===== config.mk =====
export PLATFORM = sky130hd
export DESIGN_NAME = ysyx_24080006_axi_arbiter_flat
export DESIGN_NICKNAME = d
export VERILOG_FILES = /design/src/rtl/ysyx_24080006_axi_arbiter_if.sv /design/src/rtl/ysyx_24080006_axi_arbiter.sv /design/src/flat_wrapper.sv
export SDC_FILE = /design/constraint.sdc
export NUM_CORES = 1
export LEC_CHECK = 0
export CORE_AREA = 2 2 172 174
export CTS_BUF_LIST = sky130_fd_sc_hd__clkbuf_2
export DETAILED_ROUTE_END_ITERATION = 10
export DIE_AREA = 0 0 174 176
export HOLD_SLACK_MARGIN = 0.08
export PLACE_DENSITY = 0.36
export SYNTH_ARGS = -nofsm -noshare
export SYNTH_HDL_FRONTEND = slang
export SYNTH_SLANG_ARGS = --single-unit
export TNS_END_PERCENT = 5

===== constraint.sdc =====
create_clock -name clock -period 1.6 [get_ports clock]
set_clock_uncertainty 0.05 [all_clocks]
set_input_delay 0.24 -clock clock [delete_from_list [all_inputs] [get_ports clock]]
set_output_delay 0.24 -clock clock [all_outputs]
set_load 0.005 [all_outputs]

===== src/rtl/ysyx_24080006_axi_arbiter_if.sv =====
// AXI4-Lite channel bundle shared by the IFU, LSU and memory port.
// master drives requests; slave drives ready/response.
interface ysyx_24080006_axi;
    logic [31:0] araddr;
    logic        arvalid;
    logic        arready;
    logic [31:0] rdata;
    logic [1:0]  rresp;
    logic        rvalid;
    logic        rready;
    logic [31:0] awaddr;
    logic        awvalid;
    logic        awready;
    logic [31:0] wdata;
    logic [3:0]  wstrb;
    logic        wvalid;
    logic        wready;
    logic [1:0]  bresp;
    logic        bvalid;
    logic        bready;

    modport master (
        output araddr, arvalid, input arready,
        input rdata, rresp, rvalid, output rready,
        output awaddr, awvalid, input awready,
        output wdata, wstrb, wvalid, input wready,
        input bresp, bvalid, output bready
    );

    modport slave (
        input araddr, arvalid, output arready,
        output rdata, rresp, rvalid, input rready,
        input awaddr, awvalid, output awready,
        input wdata, wstrb, wvalid, output wready,
        output bresp, bvalid, input bready
    );
endinterface


===== src/rtl/ysyx_24080006_axi_arbiter.sv =====
// IFU/LSU arbiter onto the single AXI4-Lite memory port, one transaction at a time.
// Define YSYX_24080006_ARB_RR_EN for round-robin IFU-vs-LSU selection.
module ysyx_24080006_axi_arbiter (
    input  logic             clock,
    input  logic             reset,
    ysyx_24080006_axi.slave  axi_ifu,
    ysyx_24080006_axi.slave  axi_lsu,
    ysyx_24080006_axi.master axi_mem
);

    typedef enum logic [1:0] {
        IDLE   = 2'd0,
        RD_IFU = 2'd1,
        RD_LSU = 2'd2,
        WR_LSU = 2'd3
    } state_e;

    state_e r_state;
    state_e w_next;

    logic w_ifu_req;
    logic w_lsu_rd;
    logic w_lsu_wr;
    logic w_lsu_req;
    logic w_lsu_win;
    logic w_rd_done;
    logic w_wr_done;
    logic w_unused_ifu;

    assign w_ifu_req = axi_ifu.arvalid;
    assign w_lsu_rd  = axi_lsu.arvalid;
    assign w_lsu_wr  = axi_lsu.awvalid;
    assign w_lsu_req = w_lsu_rd | w_lsu_wr;
    assign w_rd_done = axi_mem.rvalid & axi_mem.rready;
    assign w_wr_done = axi_mem.bvalid & axi_mem.bready;

    // IFU is read-only; its write channels are never routed
    assign w_unused_ifu = ^{axi_ifu.awaddr, axi_ifu.awvalid,
                            axi_ifu.wdata, axi_ifu.wstrb,
                            axi_ifu.wvalid, axi_ifu.bready};

`ifdef YSYX_24080006_ARB_RR_EN
    logic r_last_lsu;

    always_ff @(posedge clock or negedge reset) begin
        if (!reset) begin
            r_last_lsu <= 1'b0;
        end else if (r_state == IDLE && w_next != IDLE) begin
            r_last_lsu <= (w_next != RD_IFU);
        end
    end

    assign w_lsu_win = w_lsu_req & (~w_ifu_req | ~r_last_lsu);
`else
    assign w_lsu_win = w_lsu_req;
`endif

    always_ff @(posedge clock or negedge reset) begin
        if (!reset) begin
            r_state <= IDLE;
        end else begin
            r_state <= w_next;
        end
    end

    always_comb begin
        w_next = r_state;
        unique case (r_state)
            IDLE: begin
                if (w_lsu_win) begin
                    w_next = w_lsu_wr ? WR_LSU : RD_LSU;
                end else if (w_ifu_req) begin
                    w_next = RD_IFU;
                end
            end
            RD_IFU, RD_LSU: begin
                if (w_rd_done) w_next = IDLE;
            end
            WR_LSU: begin
                if (w_wr_done) w_next = IDLE;
            end
            default: w_next = IDLE;
        endcase
    end

    always_comb begin
        axi_mem.araddr  = axi_lsu.araddr;
        axi_mem.arvalid = 1'b0;
        axi_mem.rready  = 1'b0;
        axi_mem.awaddr  = axi_lsu.awaddr;
        axi_mem.awvalid = 1'b0;
        axi_mem.wdata   = axi_lsu.wdata;
        axi_mem.wstrb   = axi_lsu.wstrb;
        axi_mem.wvalid  = 1'b0;
        axi_mem.bready  = 1'b0;

        axi_ifu.arready = 1'b0;
        axi_ifu.rdata   = axi_mem.rdata;
        axi_ifu.rresp   = axi_mem.rresp;
        axi_ifu.rvalid  = 1'b0;
        axi_ifu.awready = 1'b0;
        axi_ifu.wready  = 1'b0;
        axi_ifu.bresp   = 2'b00;
        axi_ifu.bvalid  = 1'b0;

        axi_lsu.arready = 1'b0;
        axi_lsu.rdata   = axi_mem.rdata;
        axi_lsu.rresp   = axi_mem.rresp;
        axi_lsu.rvalid  = 1'b0;
        axi_lsu.awready = 1'b0;
        axi_lsu.wready  = 1'b0;
        axi_lsu.bresp   = axi_mem.bresp;
        axi_lsu.bvalid  = 1'b0;

        unique case (r_state)
            RD_IFU: begin
                axi_mem.araddr  = axi_ifu.araddr;
                axi_mem.arvalid = axi_ifu.arvalid;
                axi_ifu.arready = axi_mem.arready;
                axi_ifu.rvalid  = axi_mem.rvalid;
                axi_mem.rready  = axi_ifu.rready;
            end
            RD_LSU: begin
                axi_mem.arvalid = axi_lsu.arvalid;
                axi_lsu.arready = axi_mem.arready;
                axi_lsu.rvalid  = axi_mem.rvalid;
                axi_mem.rready  = axi_lsu.rready;
            end
            WR_LSU: begin
                axi_mem.awvalid = axi_lsu.awvalid;
                axi_lsu.awready = axi_mem.awready;
                axi_mem.wvalid  = axi_lsu.wvalid;
                axi_lsu.wready  = axi_mem.wready;
                axi_lsu.bvalid  = axi_mem.bvalid;
                axi_mem.bready  = axi_lsu.bready;
            end
            default: begin
            end
        endcase
    end

endmodule


===== src/flat_wrapper.sv =====
// flat-port wrapper written by rule: the top's interface ports become plain ports
module ysyx_24080006_axi_arbiter_flat 
  (clock, reset, axi_ifu_araddr, axi_ifu_arvalid, axi_ifu_arready, axi_ifu_rdata, axi_ifu_rresp, axi_ifu_rvalid, axi_ifu_rready, axi_ifu_awaddr, axi_ifu_awvalid, axi_ifu_awready, axi_ifu_wdata, axi_ifu_wstrb, axi_ifu_wvalid, axi_ifu_wready, axi_ifu_bresp, axi_ifu_bvalid, axi_ifu_bready, axi_lsu_araddr, axi_lsu_arvalid, axi_lsu_arready, axi_lsu_rdata, axi_lsu_rresp, axi_lsu_rvalid, axi_lsu_rready, axi_lsu_awaddr, axi_lsu_awvalid, axi_lsu_awready, axi_lsu_wdata, axi_lsu_wstrb, axi_lsu_wvalid, axi_lsu_wready, axi_lsu_bresp, axi_lsu_bvalid, axi_lsu_bready, axi_mem_araddr, axi_mem_arvalid, axi_mem_arready, axi_mem_rdata, axi_mem_rresp, axi_mem_rvalid, axi_mem_rready, axi_mem_awaddr, axi_mem_awvalid, axi_mem_awready, axi_mem_wdata, axi_mem_wstrb, axi_mem_wvalid, axi_mem_wready, axi_mem_bresp, axi_mem_bvalid, axi_mem_bready);
  ysyx_24080006_axi axi_ifu_i ();
  ysyx_24080006_axi axi_lsu_i ();
  ysyx_24080006_axi axi_mem_i ();
  input  logic clock;
  input  logic reset;
  input wire logic [$bits(axi_ifu_i.araddr)-1:0] axi_ifu_araddr;
  input wire logic [$bits(axi_ifu_i.arvalid)-1:0] axi_ifu_arvalid;
  output wire logic [$bits(axi_ifu_i.arready)-1:0] axi_ifu_arready;
  output wire logic [$bits(axi_ifu_i.rdata)-1:0] axi_ifu_rdata;
  output wire logic [$bits(axi_ifu_i.rresp)-1:0] axi_ifu_rresp;
  output wire logic [$bits(axi_ifu_i.rvalid)-1:0] axi_ifu_rvalid;
  input wire logic [$bits(axi_ifu_i.rready)-1:0] axi_ifu_rready;
  input wire logic [$bits(axi_ifu_i.awaddr)-1:0] axi_ifu_awaddr;
  input wire logic [$bits(axi_ifu_i.awvalid)-1:0] axi_ifu_awvalid;
  output wire logic [$bits(axi_ifu_i.awready)-1:0] axi_ifu_awready;
  input wire logic [$bits(axi_ifu_i.wdata)-1:0] axi_ifu_wdata;
  input wire logic [$bits(axi_ifu_i.wstrb)-1:0] axi_ifu_wstrb;
  input wire logic [$bits(axi_ifu_i.wvalid)-1:0] axi_ifu_wvalid;
  output wire logic [$bits(axi_ifu_i.wready)-1:0] axi_ifu_wready;
  output wire logic [$bits(axi_ifu_i.bresp)-1:0] axi_ifu_bresp;
  output wire logic [$bits(axi_ifu_i.bvalid)-1:0] axi_ifu_bvalid;
  input wire logic [$bits(axi_ifu_i.bready)-1:0] axi_ifu_bready;
  input wire logic [$bits(axi_lsu_i.araddr)-1:0] axi_lsu_araddr;
  input wire logic [$bits(axi_lsu_i.arvalid)-1:0] axi_lsu_arvalid;
  output wire logic [$bits(axi_lsu_i.arready)-1:0] axi_lsu_arready;
  output wire logic [$bits(axi_lsu_i.rdata)-1:0] axi_lsu_rdata;
  output wire logic [$bits(axi_lsu_i.rresp)-1:0] axi_lsu_rresp;
  output wire logic [$bits(axi_lsu_i.rvalid)-1:0] axi_lsu_rvalid;
  input wire logic [$bits(axi_lsu_i.rready)-1:0] axi_lsu_rready;
  input wire logic [$bits(axi_lsu_i.awaddr)-1:0] axi_lsu_awaddr;
  input wire logic [$bits(axi_lsu_i.awvalid)-1:0] axi_lsu_awvalid;
  output wire logic [$bits(axi_lsu_i.awready)-1:0] axi_lsu_awready;
  input wire logic [$bits(axi_lsu_i.wdata)-1:0] axi_lsu_wdata;
  input wire logic [$bits(axi_lsu_i.wstrb)-1:0] axi_lsu_wstrb;
  input wire logic [$bits(axi_lsu_i.wvalid)-1:0] axi_lsu_wvalid;
  output wire logic [$bits(axi_lsu_i.wready)-1:0] axi_lsu_wready;
  output wire logic [$bits(axi_lsu_i.bresp)-1:0] axi_lsu_bresp;
  output wire logic [$bits(axi_lsu_i.bvalid)-1:0] axi_lsu_bvalid;
  input wire logic [$bits(axi_lsu_i.bready)-1:0] axi_lsu_bready;
  output wire logic [$bits(axi_mem_i.araddr)-1:0] axi_mem_araddr;
  output wire logic [$bits(axi_mem_i.arvalid)-1:0] axi_mem_arvalid;
  input wire logic [$bits(axi_mem_i.arready)-1:0] axi_mem_arready;
  input wire logic [$bits(axi_mem_i.rdata)-1:0] axi_mem_rdata;
  input wire logic [$bits(axi_mem_i.rresp)-1:0] axi_mem_rresp;
  input wire logic [$bits(axi_mem_i.rvalid)-1:0] axi_mem_rvalid;
  output wire logic [$bits(axi_mem_i.rready)-1:0] axi_mem_rready;
  output wire logic [$bits(axi_mem_i.awaddr)-1:0] axi_mem_awaddr;
  output wire logic [$bits(axi_mem_i.awvalid)-1:0] axi_mem_awvalid;
  input wire logic [$bits(axi_mem_i.awready)-1:0] axi_mem_awready;
  output wire logic [$bits(axi_mem_i.wdata)-1:0] axi_mem_wdata;
  output wire logic [$bits(axi_mem_i.wstrb)-1:0] axi_mem_wstrb;
  output wire logic [$bits(axi_mem_i.wvalid)-1:0] axi_mem_wvalid;
  input wire logic [$bits(axi_mem_i.wready)-1:0] axi_mem_wready;
  input wire logic [$bits(axi_mem_i.bresp)-1:0] axi_mem_bresp;
  input wire logic [$bits(axi_mem_i.bvalid)-1:0] axi_mem_bvalid;
  output wire logic [$bits(axi_mem_i.bready)-1:0] axi_mem_bready;
  assign axi_ifu_i.araddr = axi_ifu_araddr;
  assign axi_ifu_i.arvalid = axi_ifu_arvalid;
  assign axi_ifu_arready = axi_ifu_i.arready;
  assign axi_ifu_rdata = axi_ifu_i.rdata;
  assign axi_ifu_rresp = axi_ifu_i.rresp;
  assign axi_ifu_rvalid = axi_ifu_i.rvalid;
  assign axi_ifu_i.rready = axi_ifu_rready;
  assign axi_ifu_i.awaddr = axi_ifu_awaddr;
  assign axi_ifu_i.awvalid = axi_ifu_awvalid;
  assign axi_ifu_awready = axi_ifu_i.awready;
  assign axi_ifu_i.wdata = axi_ifu_wdata;
  assign axi_ifu_i.wstrb = axi_ifu_wstrb;
  assign axi_ifu_i.wvalid = axi_ifu_wvalid;
  assign axi_ifu_wready = axi_ifu_i.wready;
  assign axi_ifu_bresp = axi_ifu_i.bresp;
  assign axi_ifu_bvalid = axi_ifu_i.bvalid;
  assign axi_ifu_i.bready = axi_ifu_bready;
  assign axi_lsu_i.araddr = axi_lsu_araddr;
  assign axi_lsu_i.arvalid = axi_lsu_arvalid;
  assign axi_lsu_arready = axi_lsu_i.arready;
  assign axi_lsu_rdata = axi_lsu_i.rdata;
  assign axi_lsu_rresp = axi_lsu_i.rresp;
  assign axi_lsu_rvalid = axi_lsu_i.rvalid;
  assign axi_lsu_i.rready = axi_lsu_rready;
  assign axi_lsu_i.awaddr = axi_lsu_awaddr;
  assign axi_lsu_i.awvalid = axi_lsu_awvalid;
  assign axi_lsu_awready = axi_lsu_i.awready;
  assign axi_lsu_i.wdata = axi_lsu_wdata;
  assign axi_lsu_i.wstrb = axi_lsu_wstrb;
  assign axi_lsu_i.wvalid = axi_lsu_wvalid;
  assign axi_lsu_wready = axi_lsu_i.wready;
  assign axi_lsu_bresp = axi_lsu_i.bresp;
  assign axi_lsu_bvalid = axi_lsu_i.bvalid;
  assign axi_lsu_i.bready = axi_lsu_bready;
  assign axi_mem_araddr = axi_mem_i.araddr;
  assign axi_mem_arvalid = axi_mem_i.arvalid;
  assign axi_mem_i.arready = axi_mem_arready;
  assign axi_mem_i.rdata = axi_mem_rdata;
  assign axi_mem_i.rresp = axi_mem_rresp;
  assign axi_mem_i.rvalid = axi_mem_rvalid;
  assign axi_mem_rready = axi_mem_i.rready;
  assign axi_mem_awaddr = axi_mem_i.awaddr;
  assign axi_mem_awvalid = axi_mem_i.awvalid;
  assign axi_mem_i.awready = axi_mem_awready;
  assign axi_mem_wdata = axi_mem_i.wdata;
  assign axi_mem_wstrb = axi_mem_i.wstrb;
  assign axi_mem_wvalid = axi_mem_i.wvalid;
  assign axi_mem_i.wready = axi_mem_wready;
  assign axi_mem_i.bresp = axi_mem_bresp;
  assign axi_mem_i.bvalid = axi_mem_bvalid;
  assign axi_mem_bready = axi_mem_i.bready;
  ysyx_24080006_axi_arbiter u_core (.clock(clock), .reset(reset), .axi_ifu(axi_ifu_i), .axi_lsu(axi_lsu_i), .axi_mem(axi_mem_i));
endmodule

==> impl_results.md, run 1 <==
- Status: finished with violations
- Failing checks: negative setup slack
- Initial DRC Count: 23
- Worst-path clk slew: 0.03 ns
- TritonCTS clock tree: yes
- Switch share: 0.345
- Commonest non-fill, non-tap cell in the layout: clkdlybuf4s50_1
- First-pass GRT wire length: 10.9 mm
- Vias in the first global route: 1488
- Worst Hold Class: input port to async pin
- Hold-fix buffers, CTS: 0
- Peak fanout along the critical path: 7
- Initial antenna violation count: 1
- Clk root buf: clkbuf_2
- Grt total ovfl: 0
- Post-layout min period: 1.85 ns
- Worst Setup Start Kind: flip-flop
- Clock sink count: 2
- Fin worst setup slack: -0.254 ns
- Routed vias: 1334
- Detailed-route DRC error count: 0
- Tot GR Track Use: 0.0511
- Routed wire length: 8.38 mm
- PD cells: 1050 mW/mm^2
- TritonCTS Buffers: 3
- Via-to-Cell Ratio: approximately 2.2
- Wire per inst: 13.8 um
- Crit path largest cell delay: 0.37 ns
- Cell variety after synth: 23
- CP Capture Type: primary output
- Initial core utilization: 0.0618
- Top-area cell type share of the netlist area: 0.609
- Top cell by count, worst path: buf_6
- TNS Setup: -7.52 ns
- VDD IR max: 264 uV
- Critical path class: flip-flop to primary output
- Crit path DAT: about 1.6 ns
- Largest registers: u_core.r_state (2)
- Final Max Tran Viols: 0
- Seq/Total Area, Yosys: 0.0284
- Worst path cell trace: inv_2 -> ha_4 -> buf_6 -> buf_16 -> mux2_4 -> buf_6
- LEAKAGE: ~1.1 nW
- Die area: 0.0306 mm^2
- Final ANT Viol Nets: 0
- Post-synth design cell area: 0.00176 mm^2
- Most frequent cells in the layout: clkdlybuf4s50_1, buf_6, mux2_4, clkbuf_2, buf_4
- First-pass iteration count of the detailed router: 4
- Final core utilization: 0.100
- HPWL Detailed: 6.79 mm
- Number of flip-flops in the largest register: 2
- Top reg by flops: u_core.r_state
- Largest net degree at the start of global routing: 8
- Synth Instances: ~210
- Clock Power Share: 0.026
- # Max-Cap Violations: 0
- CP required: ~1.3 ns
- Unrepaired setup endpoints after global routing: true
- Endpoints failing setup: 40
- # nets final: 481
- Achievable Freq: 539 MHz
- Chip Height: 176 um
- Synth area leaders: buf_4, mux2_2, ha_1
- Psw: 0.00103 W
- Core area: 0.0285 mm^2
- Worst-skew pair later-pin latency: 0.19 ns
- Rows: 62
- Reg power frac: 0.033
- Layout area overhead: 61.8%
- Share of layout cells above drive strength 1: 0.529
- CP max-delay cell: dfrtp_1
- IO Port Bufs: 121
- Final Hold Viols: 0
- Internal power: 0.00197 W
- Gate power share: 0.941
- Ports: 440
- Yosys reg bits: 2
- Die Wd: about 170 um
- Clock tree buffer depth: 2
- Synth area leader: buf_4
- Final GP Congestion: approximately 0.73
- Syn. warnings: 0
- Period utilization: 1.16
- Syn avg cell area: 8.24 um^2
- Htree depth: 1
-- repair_timing --
item	4_1_cts	5_1_grt
gates cloned	3	0
pin swaps	5	2
buffers inserted	8	1
endpoints found under the setup margin	46	45
gates resized for setup	236	16
-- path summary, 6_finish.rpt --
check                                   startpoint                  to  slack [ns]  cells past startpoint
worst max register to register   u_core.r_state[1]   u_core.r_state[0]       -0.17                      8
worst max-delay path             u_core.r_state[1]  axi_mem_araddr[23]       -0.25                      6
worst min register to register   u_core.r_state[1]   u_core.r_state[1]        0.78                      4
min in group clock              axi_lsu_awaddr[11]  axi_mem_awaddr[11]        0.43                      0
max in group asynchronous                    reset   u_core.r_state[1]        1.21                      1
worst min-delay path                         reset   u_core.r_state[0]        0.17                      1
-- worst max-delay path: cells and delay by family (launching register included) --
family	cells	cell delay (ns)
adders and majority gates	1	0.20
muxes	1	0.31
buffers and inverters	4	0.50
DFF	1	0.37
-- power groups by stage --
stage,registers [W],clock network [W],logic [W]
finish,0.0000983,0.0000778,0.00282
detailed placement,0.0000913,0,0.00202
floorplan,0.0000959,0,0.00117
global placement,0.0000912,0,0.00200
global route,0.000102,0.0000870,0.00303
CTS,0.0000990,0.0000874,0.00285
-- final cells by class --
type | instances | area (um^2)
inverters | 4 | 17.5
repair buffers | 147 | 1490
fillers | 3346 | 25700
clock buffers | 3 | 15.0
diodes | 1 | 2.50
flip-flops and latches | 2 | 50.0
well taps | 384 | 480
multi-input cells | 65 | 801
-- cells by family (layout without fill, tap and decap cells) --
family,count (synthesis),in the layout,synth area share
buf+inv,151,154,0.628
mux,33,33,0.210
simple gates,15,15,0.0546
compound gates,7,7,0.0418
fa+ha+maj,5,5,0.0355
flops,2,2,0.0284
other cells,1,6,0.00213
-- cell usage after synthesis (all sizes together) --
cell type,count
o21ai,1
and2,10
conb,1
nand2,1
or2,1
o31ai,1
buf,146
clkbuf,1
dfrtp,2
mux2,32
mux2i,1
and2b,1
a22oi,2
a2bb2oi,1
ha,5
a221oi,1
o22ai,1
inv,4
nor2b,2
-- routing by layer --
layer  track usage  up-vias  part of all wire
li1              -      550                 -
met1        0.0417      540              0.30
met2        0.0735      199              0.41
met3        0.0523       41              0.23
met4        0.0315        4             0.046
met5        0.0321        -             0.013
-- per-stage QoR --
stage	power [W]	setup WS [ns]	cell area, um^2	cells	hold slack, ns
final	0.00300	-0.254	2850	606	0.168
after CTS	0.00304	-0.311	2870	604	0.148
after global routing	0.00322	-0.332	2850	606	0.160
after global placement	0.00210	-0.401	2510	592	0.366
after detailed placement	0.00212	-0.399	2510	592	0.366
after floorplan	0.00127	0.0100	1790	218	-0.106
Note: power is estimated with default switching activity, not from simulation.
==> run 2: changes to the inputs <==
--- a/config.mk
+++ b/config.mk
@@ -10,7 +10,9 @@
 export DETAILED_ROUTE_END_ITERATION = 10
 export DIE_AREA = 0 0 174 176
 export HOLD_SLACK_MARGIN = 0.08
+export MAX_ROUTING_LAYER = met4
 export PLACE_DENSITY = 0.36
+export SETUP_SLACK_MARGIN = 0.4
 export SYNTH_ARGS = -nofsm -noshare
 export SYNTH_HDL_FRONTEND = slang
 export SYNTH_SLANG_ARGS = --single-unit
==> run 2 against run 1 <==
Effect of this change:
- the flow still finishes with violations (negative setup slack)
- die area unchanged
- sequential share of layout area about the same
- hold slack worse by 0.0041 ns
- cell count up 1.7%
- clock power up 8.4%
- sequential power up 16%
- setup slack worse by 0.022 ns
- register-to-register slack worse by 0.09 ns
- critical path type unchanged
- largest power group unchanged
==> impl_results.md, run 2 (synthesized netlist as in run 1, its figures left out) <==
- PD cells: 1090 mW/mm^2 (+3.6%)
- TritonCTS Buffers: 3 (unchanged)
- Worst Hold Class: input port to async pin
- Status: finished with violations
- Initial antenna violation count: 0 (-1)
- Largest registers: u_core.r_state (2)
- CP bufs+invs: 4 (unchanged)
- Critical path class: flip-flop to primary output
- Achievable Freq: 533 MHz (-1.2%)
- VDD IR max: 333 uV (+26%)
- Final GP Congestion: 0.843 (+15%)
- Vias in the first global route: 1402 (-5.8%)
- Routed vias: 1325 (-0.67%)
- Final Max Tran Viols: 0 (unchanged)
- Initial DRC Count: 12 (-48%)
- Htree depth: 1 (unchanged)
- # Max-Cap Violations: 0 (unchanged)
- First-pass GRT wire length: 9.96 mm (-8.6%)
- Rows: 62 (unchanged)
- Fin worst setup slack: -0.277 ns (-0.0224 ns)
- Crit path largest cell delay: 0.38 ns (about the same)
- CP max-delay cell: dfrtp_1
- Post-layout min period: 1.88 ns (+0.0224 ns)
- R2R Path Start: u_core.r_state[1]
- Final ANT Viol Nets: 0 (unchanged)
- WL met1: 2.65 mm (+6.8%)
- Reg2Reg Depth: 9 (+1)
- Tot GR Track Use: 0.0462 (-0.00491)
- Clock tree buffer depth: 2 (unchanged)
- Top reg by flops: u_core.r_state
- Largest net degree at the start of global routing: 9 (+1)
- Die area: 0.0306 mm^2 (unchanged)
- Peak fanout along the critical path: 8 (+1)
- IO Port Bufs: 121 (unchanged)
- Internal power: 0.00216 W (+10%)
- Failing checks: negative setup slack
- Gate power share: 0.938 (-0.003)
- TritonCTS clock tree: yes
- Grt total ovfl: 0 (unchanged)
- Endpoints failing setup: 40 (unchanged)
- CP Capture Type: primary output
- Worst Setup Start Kind: flip-flop
- Chip Height: 176 um (unchanged)
- Detailed-route DRC error count: 0 (unchanged)
- Reg power frac: 0.035 (+0.002)
- Via-to-Cell Ratio: 2.15 (-2.3%)
- Clock Power Share: 0.026 (about the same)
- Final std cells w/o fill: 616 (+1.7%)
- Period utilization: 1.17 (+0.0140)
- # nets final: 491 (+2.1%)
- R2R Setup Slk: -0.26 ns (-0.09 ns)
- Final Hold Viols: 0 (unchanged)
- Layout area overhead: 68.2%
- Placed insts: 590 (-0.34%)
- Clock sink count: 2 (unchanged)
- CP required: 1.31 ns (about the same)
- Routed wl met2: 3.01 mm (-14%)
- HPWL Detailed: 6.39 mm (-5.9%)
- CP startpoint: u_core.r_state[1]
- Switch share: 0.331 (-0.0142)
- Met3 Routed Length: 1.80 mm (-6.8%)
- First-pass iteration count of the detailed router: 2 (-2)
- Worst-path clk slew: 0.04 ns (about the same)
- Initial core utilization: 0.0618 (unchanged)
- Routed wire length: 7.46 mm (-11%)
- Most frequent cells in the layout: clkdlybuf4s50_1, buf_6, mux2_4, buf_4, clkbuf_2
- LEAKAGE: 1.18 nW (+5.6%)
- Wire per inst: 12.1 um (-13%)
- Share of layout cells above drive strength 1: 0.580 (+0.0507)
- Crit-path leading delay family: buffers and inverters
- Commonest non-fill, non-tap cell in the layout: clkdlybuf4s50_1
- Unrepaired setup endpoints after global routing: true
- WHS: 0.164 ns (-0.00405 ns)
- Ports: 440 (unchanged)
- Top layer in use: met3
- Number of flip-flops in the largest register: 2 (unchanged)
- R2R Path End: u_core.r_state[0]
- Psw: 0.00107 W (+3.2%)
- Die Wd: 174 um (unchanged)
- Clk root buf: clkbuf_2
- Worst-skew pair later-pin latency: 0.20 ns (about the same)
- Tot Pwr: 0.00323 W (+7.6%)
- Crit path DAT: 1.59 ns (+0.03 ns)
- Top cell by count, worst path: buf_12
- Core area: 0.0285 mm^2 (unchanged)
- Worst path cell trace: inv_2 -> ha_4 -> buf_12 -> buf_12 -> mux2_4 -> buf_6
## run 2: worst max path at each step
stage	to	slack (ns)	cells after the start
floorplan	axi_mem_araddr[10]	0.08	5
global placement	axi_mem_arvalid	-0.39	6
detailed placement	axi_mem_arvalid	-0.40	6
CTS	axi_mem_araddr[3]	-0.31	6
global route	u_core.r_state[0]	-0.39	9
finish	axi_mem_araddr[5]	-0.28	6
## run 2: cell type report
class | count | area [um^2]
Clock buffer | 3 | 15.0
Tap cell | 384 | 480
Inverter | 4 | 17.5
Fill cell | 3344 | 25600
Sequential cell | 2 | 51.3
Antenna cell | 1 | 2.50
Timing Repair Buffer | 157 | 1570
Multi-Input combinational cell | 65 | 832
## run 2: through the flow
stage / setup TNS, ns / setup WS, ns / area (um^2) / utilization
3_3_place_gp: -13.69 / -0.386 / 2640 / 0.0925
3_5_place_dp: -14.71 / -0.396 / 2640 / 0.0925
4_1_cts: -11.01 / -0.314 / 2970 / 0.104
5_1_grt: -12.50 / -0.386 / 2960 / 0.104
6_report: -9.07 / -0.277 / 2970 / 0.104
2_1_floorplan: 0 / 0.0793 / 1960 / -
## run 2: what timing repair did
| action | in CTS | in global routing |
|---|---|---|
| hold buffers | 0 | 0 |
| setup buffers | 19 | 2 |
| resized for setup | 197 | 25 |
| cloned | 1 | 0 |
| endpoints found under the setup margin | 46 | 46 |
| pin swaps | 6 | 4 |
## run 2: layer usage
layer  track usage  vias to the layer above
met3        0.0536                        0
met5             -                        -
met4       0.00350                        0
met1        0.0464                      556
met2        0.0606                      196
li1              -                      573
## run 2: power by group through the flow
stage | Sequential [W] | Combinational [W] | Clock, W
global placement | 0.000105 | 0.00234 | 0
finish | 0.000114 | 0.00303 | 0.0000843
global route | 0.000119 | 0.00326 | 0.0000938
floorplan | 0.000106 | 0.00150 | 0
CTS | 0.000111 | 0.00307 | 0.0000852
detailed placement | 0.000108 | 0.00236 | 0
==> run 3: changes to the inputs <==
--- a/config.mk
+++ b/config.mk
@@ -13,6 +13,7 @@
 export MAX_ROUTING_LAYER = met4
 export PLACE_DENSITY = 0.36
 export SETUP_SLACK_MARGIN = 0.4
+export SKIP_LAST_GASP = 1
 export SYNTH_ARGS = -nofsm -noshare
 export SYNTH_HDL_FRONTEND = slang
 export SYNTH_SLANG_ARGS = --single-unit
==> run 3 against run 2 <==
Effect of this change:
- global-route usage hardly changed
- hold slack worse by 0.0021 ns
- sequential power hardly changed
- design area is 4.0% lower
- combinational power is 6.6% lower
- utilization is 0.42 points lower
- the run still ends with negative setup slack left
- largest power group unchanged
- die area stayed put
==> impl_results.md, run 3 (synthesized netlist as in run 1, its figures left out) <==
- Worst Setup Start Kind: flip-flop
- Ports: 440 (unchanged)
- Endpoints failing setup: 46 (+15%)
- Number of flip-flops in the largest register: 2 (unchanged)
- Final Max Tran Viols: 0 (unchanged)
- Met3 Routed Length: 1.84 mm (+2.2%)
- Final core utilization: 0.0998 (-0.00416)
- Grt total ovfl: 0 (unchanged)
- Failing checks: negative setup slack
- First-pass GRT wire length: 10.1 mm (+1.2%)
- Vias in the first global route: 1410 (+0.57%)
- CP max-delay cell: dfrtp_1
- Clk root buf: clkbuf_2
- Post-layout min period: 1.90 ns (+0.0209 ns)
- PD cells: 1060 mW/mm^2 (-2.5%)
- Achievable Freq: 527 MHz (-1.1%)
- Wire per inst: 12.2 um (+0.48%)
- Via-to-Cell Ratio: 2.16 (+0.23%)
- Die area: 0.0306 mm^2 (unchanged)
- # Max-Cap Violations: 0 (unchanged)
- Hold-fix buffers, CTS: 0 (unchanged)
- Routed vias: 1328 (+0.23%)
- Area of the multi-input gates: 822 um^2 (-1.2%)
- Crit-path leading delay family: buffers and inverters
- Initial antenna violation count: 0 (unchanged)
- Initial core utilization: 0.0618 (unchanged)
- CP bufs+invs: 3 (-1)
- Final ANT Viol Nets: 0 (unchanged)
- Peak fanout along the critical path: 6 (-2)
- Largest net degree at the start of global routing: 9 (unchanged)
- Htree depth: 1 (unchanged)
- Core area: 0.0285 mm^2 (unchanged)
- VDD IR max: 270 uV (-19%)
- First-pass iteration count of the detailed router: 3 (+1)
- Worst-path clk slew: 0.04 ns (about the same)
- Final std cells w/o fill: 616 (unchanged)
- # nets final: 491 (unchanged)
- Layout area overhead: 61.4%
- LEAKAGE: 1.14 nW (-3.9%)
- Initial DRC Count: 20 (+8)
- Top reg by flops: u_core.r_state
- Share of layout cells above drive strength 1: 0.511 (-0.0693)
- Crit path largest cell delay: 0.38 ns (about the same)
- TritonCTS Buffers: 3 (unchanged)
- Top layer in use: met3
- Die Wd: 174 um (unchanged)
- Tot GR Track Use: 0.0467 (+0.000470)
- Commonest non-fill, non-tap cell in the layout: clkdlybuf4s50_1
- Clock sink count: 2 (unchanged)
- WL met1: 2.66 mm (+0.19%)
- IO Port Bufs: 121 (unchanged)
- Detailed-route DRC error count: 0 (unchanged)
- Routed wire length: 7.49 mm (+0.48%)
- CP required: 1.31 ns (about the same)
- Crit path DAT: 1.61 ns (+0.02 ns)
- Clock tree buffer depth: 2 (unchanged)
- Routed wl met2: 3.00 mm (-0.30%)
- Worst-skew pair later-pin latency: 0.20 ns (about the same)
- Largest registers: u_core.r_state (2)
- FF+latch area: 51.3 um^2 (unchanged)
- Period utilization: 1.19 (+0.0131)
- Most frequent cells in the layout: clkdlybuf4s50_1, mux2_4, buf_2, buf_4, buf_6
- Fin worst setup slack: -0.298 ns (-0.0209 ns)
- Final Hold Viols: 0 (unchanged)
- TritonCTS clock tree: yes
- Status: finished with violations
- Worst Hold Class: input port to async pin
- HPWL Detailed: 6.39 mm (unchanged)
- Fill cells: 3351 (+0.21%)
- TNS Setup: -11.86 ns (-2.78 ns)
- Unrepaired setup endpoints after global routing: true
- Chip Height: 176 um (unchanged)
- Placed insts: 590 (unchanged)
- CP Capture Type: primary output
- Worst path cell trace: inv_2 -> ha_4 -> buf_6 -> mux2_4 -> dlygate4sd2_1
- Rows: 62 (unchanged)
- Critical path class: flip-flop to primary output
- Final GP Congestion: 0.843 (unchanged)
## run 3: report_power, final
part	switching (W)	internal, W	total (W)	leakage [nW]
logic	0.000959	0.00187	0.00283	1.10
clock network	0.0000328	0.0000500	0.0000827	0.0125
registers	0.0000329	0.0000797	0.000113	0.0237
total	0.00102	0.00200	0.00302	1.14
## run 3: final timing paths
path	startpoint	to	slack, ns	cells after the start
min in group clock	axi_lsu_awaddr[16]	axi_mem_awaddr[16]	0.43	0
min	reset	u_core.r_state[1]	0.16	1
max	u_core.r_state[1]	axi_mem_araddr[20]	-0.30	5
min reg2reg	u_core.r_state[0]	u_core.r_state[0]	0.63	2
max in group asynchronous	reset	u_core.r_state[0]	1.18	1
max reg2reg	u_core.r_state[1]	u_core.r_state[0]	-0.24	9
## run 3: routing by layer
layer  track usage  vias up
met3        0.0545        0
met1        0.0470      558
met4       0.00350        0
met2        0.0608      196
met5             -        -
li1              -      574
## run 3: through the flow
step                      hold WS [ns]  area, um^2  power, W  setup WS [ns]
after floorplan                 -0.106        1960   0.00161         0.0793
after global placement           0.371        2640   0.00244         -0.386
after detailed placement         0.380        2640   0.00247         -0.396
after CTS                        0.167        2790   0.00299         -0.314
after global routing             0.158        2850   0.00327         -0.390
final                            0.162        2850   0.00302         -0.298
## run 3: repair_timing
item / CTS / global route
setup buffers: 19 / 2
pin swaps: 5 / 3
endpoints found under the setup margin: 46 / 46
gates resized for setup: 147 / 11
cloned: 1 / 0
## run 3: final cells by class
class | instances | area share
well taps | 384 | 0.169
diodes | 1 | 0.000879
multi-input cells | 65 | 0.289
inverters | 4 | 0.00615
repair buffers | 157 | 0.512
flip-flops and latches | 2 | 0.0180
clock buffers | 3 | 0.00527
